--- config.mk ---
export PLATFORM = sky130hd
export DESIGN_NAME = uart_tx_module
export DESIGN_NICKNAME = d
export VERILOG_FILES = /design/src/rtl/uart_tx_module.sv
export SDC_FILE = /design/constraint.sdc
export NUM_CORES = 1
export LEC_CHECK = 0
export BUFFER_PORTS_ARGS = -buffer_cell sky130_fd_sc_hd__buf_2
export CAP_MARGIN = 20
export CORE_ASPECT_RATIO = 2
export CORE_MARGIN = 5
export CORE_UTILIZATION = 40
export CTS_BUF_LIST = sky130_fd_sc_hd__clkbuf_8
export DETAILED_ROUTE_END_ITERATION = 8
export MAX_ROUTING_LAYER = met4
export SYNTH_ARGS = -nofsm -noshare
export SYNTH_HDL_FRONTEND = slang
export SYNTH_SLANG_ARGS = --single-unit
--- constraint.sdc ---
create_clock -name clk -period 3.85 [get_ports clk]
set_clock_uncertainty 0.05 [all_clocks]
set_input_delay 0 -clock clk [delete_from_list [all_inputs] [get_ports clk]]
set_output_delay 0 -clock clk [all_outputs]
set_load 0.05 [all_outputs]
--- src/rtl/uart_tx_module.sv ---
// uart_tx_module: FIFO-buffered UART transmitter, start + 8 data (LSB first) + optional parity + stop.
// One bit lasts 16 tick_16 pulses; all sequencing advances only on tick_16 cycles.
module uart_tx_module #(
    parameter int DEPTH      = 4,
    parameter int PARITY_EN  = 1,
    parameter int PARITY_ODD = 0,
    parameter int STOP_BITS  = 1
) (
    input  logic       clk,
    input  logic       rst,
    input  logic       tick_16,
    input  logic [7:0] tx_data,
    input  logic       tx_valid,
    output logic       tx_ready,
    output logic       Tx,
    output logic       busy,
    output logic       overflow
);
    localparam int AW = $clog2(DEPTH);

    typedef enum logic [2:0] {IDLE, START, DATA, PARITY, STOP} state_t;

    state_t          state_q, state_d;
    logic [7:0]      mem_q [DEPTH];
    logic [AW-1:0]   wr_q, wr_d, rd_q, rd_d;
    logic [AW:0]     count_q, count_d;
    logic [3:0]      tick_q, tick_d;
    logic [2:0]      bit_q, bit_d;
    logic [7:0]      shift_q, shift_d;
    logic            par_q, par_d, tx_q, tx_d, busy_q, busy_d, ovf_q, ovf_d;
    logic            push, pop, last;

    always_comb begin
        tx_ready = count_q != (AW+1)'(DEPTH);
        push     = tx_valid && tx_ready;
        last     = tick_16 && tick_q == 4'd15;
        state_d  = state_q;
        tick_d   = tick_q;
        bit_d    = bit_q;
        shift_d  = shift_q;
        par_d    = par_q;
        pop      = 1'b0;
        if (tick_16 && state_q != IDLE) tick_d = tick_q + 4'd1;
        case (state_q)
            IDLE:   pop = tick_16 && count_q != '0;
            START:  if (last) begin
                        state_d = DATA;
                        bit_d   = 3'd0;
                    end
            DATA:   if (last) begin
                        shift_d = shift_q >> 1;
                        bit_d   = bit_q + 3'd1;
                        if (bit_q == 3'd7) begin
                            state_d = PARITY_EN != 0 ? PARITY : STOP;
                            bit_d   = 3'd0;
                        end
                    end
            PARITY: if (last) begin
                        state_d = STOP;
                        bit_d   = 3'd0;
                    end
            STOP:   if (last) begin
                        if (bit_q == 3'(STOP_BITS - 1)) begin
                            state_d = IDLE;
                            bit_d   = 3'd0;
                            pop     = count_q != '0;
                        end else begin
                            bit_d = bit_q + 3'd1;
                        end
                    end
            default: state_d = IDLE;
        endcase
        // A pop always launches a fresh frame, whether from IDLE or straight out of STOP
        if (pop) begin
            state_d = START;
            tick_d  = 4'd0;
            shift_d = mem_q[rd_q];
            par_d   = (^mem_q[rd_q]) ^ (PARITY_ODD != 0);
        end
        wr_d    = wr_q + AW'(push);
        rd_d    = rd_q + AW'(pop);
        count_d = count_q + (AW+1)'(push) - (AW+1)'(pop);
        tx_d    = state_d == START  ? 1'b0 :
                  state_d == DATA   ? shift_d[0] :
                  state_d == PARITY ? par_d : 1'b1;
        busy_d  = state_d != IDLE || count_d != '0;
        ovf_d   = tx_valid && !tx_ready;
    end

    always_ff @(posedge clk or posedge rst) begin
        if (rst) begin
            state_q <= IDLE;
            wr_q    <= '0;
            rd_q    <= '0;
            count_q <= '0;
            tick_q  <= '0;
            bit_q   <= '0;
            shift_q <= '0;
            par_q   <= 1'b0;
            tx_q    <= 1'b1;
            busy_q  <= 1'b0;
            ovf_q   <= 1'b0;
        end else begin
            state_q <= state_d;
            wr_q    <= wr_d;
            rd_q    <= rd_d;
            count_q <= count_d;
            tick_q  <= tick_d;
            bit_q   <= bit_d;
            shift_q <= shift_d;
            par_q   <= par_d;
            tx_q    <= tx_d;
            busy_q  <= busy_d;
            ovf_q   <= ovf_d;
        end
    end

    always_ff @(posedge clk) begin
        if (push) mem_q[wr_q] <= tx_data;
    end

    assign Tx       = tx_q;
    assign busy     = busy_q;
    assign overflow = ovf_q;
endmodule

# After elaboration in Yosys (flattened, before gate mapping)
# Memories as Yosys holds them, arrays and structs flattened.
# Index checks and enable logic that the tools add are counted.
# word_totals
register_bits	29
latch_bits	0
ramBits	32
romBits	0
inputBits	12
n_memories	1
# mem_list
memory	words	width	rd	rd_clocked_by_memory_dff	write_ports	line	source
mem_q	4	8	1	0	1	24	logic [7:0] mem_q [DEPTH];
# op_classes
addsub	6
mul	0
div_mod_pow	0
n_lt_le_gt_ge	0
eq_ne	13
shifts	0
mux	28
n_bitwise	0
reduce_logical	21
# ops
cell	n
$mux W3	12
$mux W8	3
$pmux W3 S5	1
$reduce_bool A3 Y1	5
$eq A3 B2 Y1 const B	4
$pmux W3 S3	1
$mux W1	8
$mux W4	2
$reduce_xor A8 Y1	1
$eq A3 B1 Y1 const B	2
$eq A3 B3 Y1 const B	2
$logic_not A3 Y1	2
$reduce_bool A2 Y1	3
$logic_and A1 B1 Y1	5
$add A2 B1 Y2	2
$add A4 B1 Y4 const B	1
$eq A4 B4 Y1 const B	1
$ne A2 B2 Y1 const B	2
$reduce_and A4 Y1	1
$add A3 B1 Y3	1
$add A3 B1 Y3 const B	1
$ne A3 B3 Y1 const B	1
$sub A3 B1 Y3	1
$ne A2 B1 Y1 const B	1
5 further kinds	5

# Longest topological paths before layout
# depth
word_depth	9
depth_mapped	12

# Worst setup path before layout
# No wires, ideal clock.
# synth_path
path_type	reg2reg
startpoint	register tick_q[0]
endpoint	register busy_q (netlist: busy)
setup_ns	0.139
arrival_ns	2.942
path_slack_ns	0.720
path_stages_with_launch	13
path_buffers	2
period_less_slack_ns	3.130
cell_sequence	dfrtp_1 -> ha_1 -> and4_1 -> buf_2 -> nand2_2 -> a211oi_4 -> buf_2 -> nand2_1 -> fa_1 -> xnor2_1 -> xnor2_1 -> or3_1 -> or4_1
# synth_via
elab_chain_len	7
# synth_rtl
item	line	source
from (decl)	27	logic [3:0] tick_q, tick_d;
from (signal assigned)	108	tick_q <= tick_d;
$eq A4 B4 Y1	36	last = tick_16 && tick_q == 4'd15;
$logic_and A1 B1 Y1	36	
$mux W1	62	STOP: if (last) begin
$pmux W1 S2	44	case (state_q)
$sub A3 B1 Y3	82	count_d = count_q + (AW+1)'(push) - (AW+1)'(pop);
via count_d[2]	26	logic [AW:0] count_q, count_d;
$reduce_bool A3 Y1	86	busy_d = state_d != IDLE || count_d != '0;
$logic_or A1 B1 Y1	86	
via busy_d	30	logic par_q, par_d, tx_q, tx_d, busy_q, busy_d, ovf_q, ovf_d;
to (signal assigned)	113	busy_q <= busy_d;
to (decl)	30	
# The timed path passes the listed nets, and every way through them passes these cells.
# A chain may end at the register's enable or synchronous reset.

# Final worst setup path
# Same ends and word-level chain as after synthesis.

==> impl_metrics.ini <==
[status]
status = completed

[worst_setup_path]
critPathSlowestCell = fa_1
cp.arrival_ns = 3.33
crit_path_end_kind = register
cp_max_fo = 6
worstPathCellList = ha_1 > and4_1 > nand2_2 > a211oi_4 > xnor2_1 > ha_1 > fa_1 > xnor2_1 > xnor2_1 > or3_1 > or4_1
critPathMostFrequentCell = xnor2_1
crit_type = reg2reg
slowest_delay_ns = 0.39
cp-start-kind = register
worstPathRequired_ns = 4.02

[timing]
slew-limit-headroom = 0.519
finalSetupViolCount = 0
finalSetupTns_ns = 0
fin_hold_ws_ns = 0.0408
hold_viol = 0
rsz0062_at_grt = no
worstMarginPinSlew_ns = 0.718
finalCriticalPeriod_ns = 3.16
finalWorstSetupSlack_ns = 0.686
drv_slew = 0
finalCritPeriodShare = 0.822
max_freq_ghz = 0.316

[place]
place_ws_ns = 0.697
dp_cells = 300
port_buffers = 15
placed_area_mm2 = 0.00290
hpwl_mm = 3.52
place_congestion = 0.811

[clocking]
path_clk_slew_ns = 0.07
numCtsBuffers = 9
clk_latency_ns = 0.35
clockRootBuffer = clkbuf_8
clk_path_buf_depth = 2
cts_tree = done
htree_levels = 3
cts.sinks = 61

[synth]
avgSynthCellArea_um2 = 13.7
syn-num-nets = 219
syn_area_mm2 = 0.00273
yosys.area.top_type = edfxtp_1
synth_edf_count = 32
synth.top_cells.by_count = edfxtp_1 (32), dfrtp_1 (28), nand2_1 (19), o21ai_0 (16), xnor2_1 (12)
post-synth-top-count-cell = edfxtp_1
synth_seq_cells = 61
yosysWarnings = 0
synthCells = 200
synth_area_leaders = edfxtp_1 (35%), dfrtp_1 (26%), mux4_2 (5.8%), xnor2_1 (3.8%), o21ai_0 (2.9%)
synth.distinct_cells = 42
async_flop_share = 0.475
synth_flop_cell = edfxtp_1
ys_seq_area_frac = 0.618
synth_top_cell_area_share = 0.352

[cells_and_area]
utilization = 0.488
stdcell_count = 326
fin_nets = 252
fillCellCount = 638
drive_gt1_frac = 0.206
num_antenna_cells = 0
area_delta_synth_final_pct = 18.4
fin_area_mm2 = 0.00323

[global_routing]
overflow = 0
grt_pass1_wl_mm = 8.47
grt_max_degree = 30
grt_pass1_vias = 1781
antenna_found_initial = 0
grtUsageTotal = 0.140

[pwr]
power_switching_uw = 847
intPower_mw = 1.65
p_comb_frac = 0.315
p_leak_nw = 1.21
total_power_mw = 2.50
switching_share = 0.339
p_clk_frac = 0.263
ir_drop_mv = 0.455
powerDensity_mw_per_mm2 = 773
p_seq_frac = 0.422

[job]
maxCapViolations = 0

[drt]
highest_layer = met4
drt_iter0_markers = 100
dr_wl_met3_um = 167
dr_total_vias = 1675
ant_nets = 0
dr.pass1.iters = 4
met1Wirelength_mm = 1.76
wl_met2_mm = 2.87
drt-wirelength-per-cell_um = 15.3
wl_mm = 4.98
vias_per_cell = 5.14
drc = 0

[floorplan]
ios = 16
die_area_mm2 = 0.00868
initial_core_util = 0.413
coreArea_mm2 = 0.00662
row_count = 42
die_h_um = 127
die_w_um = 68.4

[min_path]
hold_path.class = in2reg
-- placed cells by master, fill, tap and decap left out, types with 2 or more instances in the layout --
cell,instances
edfxtp_1,32
dfrtp_1,28
nand2_1,19
o21ai_0,16
buf_2,15
xnor2_1,12
nor2_1,10
dlygate4sd3_1,10
clkbuf_8,9
mux4_2,7
mux2i_1,7
inv_1,6
ha_1,6
buf_4,6
xor2_1,5
a21oi_1,5
nor3_1,4
nand2b_1,4
nand4_1,2
o21a_1,2
nand3_1,2
and3_1,2
nor3b_1,2
or3_1,2
inv_6,2
bufinv_16,2
clkinv_4,2
-- final timing paths --
kind	start	endpoint	slack (ns)	cells past startpoint
hold reg to reg	wr_q[1]	wr_q[1]	0.49	1
setup / recovery	tick_q[0]	busy	0.69	11
max in group asynchronous	rst	Tx	3.21	4
min in group asynchronous	rst	tick_q[3]	0.22	4
hold / removal	tick_16	tick_q[1]	0.04	4
setup reg to reg	tick_q[0]	busy	0.69	11
-- sequential cells by signal (all words and copies together) (netlist names), 2 cells and up --
name / count
tick_q: 4
state_q: 3
count_q: 3
wr_q: 2
rd_q: 2
shift_q: 8
bit_q: 3
mem_q: 32
-- what timing repair did --
action	in CTS	in global routing
hold buffers	10	0
endpoints found under the hold margin	62	0
gates resized for setup	0	0
setup buffers	0	0
-- cells by family (layout without fill, tap and decap cells) --
logic type | Yosys count | count (layout) | share of synthesized area
mux | 15 | 15 | 0.0930
flops | 61 | 61 | 0.618
buf+inv | 15 | 53 | 0.0298
compound gates | 30 | 30 | 0.0701
xor+xnor | 17 | 17 | 0.0545
simple gates | 55 | 55 | 0.100
fa+ha+maj | 7 | 7 | 0.0348
-- power by group through the flow --
stage	Clock [mW]	Combinational, mW	Sequential [mW]
finish	0.657	0.787	1.06
global route	0.711	0.875	1.09
CTS	0.676	0.808	1.06
detailed placement	0	0.796	1.08
global placement	0	0.778	1.07
floorplan	0	0.685	1.00
-- critical path, delay by kind of cell (launching register included) --
kind                       cells  cell delay, ns
and+or+nand+nor                4            1.12
adders and majority gates      3            0.78
xor gates and xnor gates       3            0.40
DFF                            1            0.38
AOI/OAI and AO/OA              1            0.30
-- per-layer routing --
metal / global-route usage / up-vias
met5: - / -
met4: 0.0914 / 0
met3: 0.0469 / 16
met2: 0.222 / 32
met1: 0.141 / 836
li1: - / 791
-- cell type report --
| cell class | count | area [µm²] | area share |
|---|---|---|---|
| clock buffer | 9 | 124 | 0.0383 |
| clock inverter | 7 | 106 | 0.0329 |
| inverter | 6 | 22.5 | 0.00696 |
| multi-input combinational | 124 | 963 | 0.298 |
| sequential | 61 | 1690 | 0.522 |
| tap | 88 | 110 | 0.0340 |
| timing repair buffer | 31 | 220 | 0.0681 |
No activity file was read; power rests on OpenSTA's default activity.
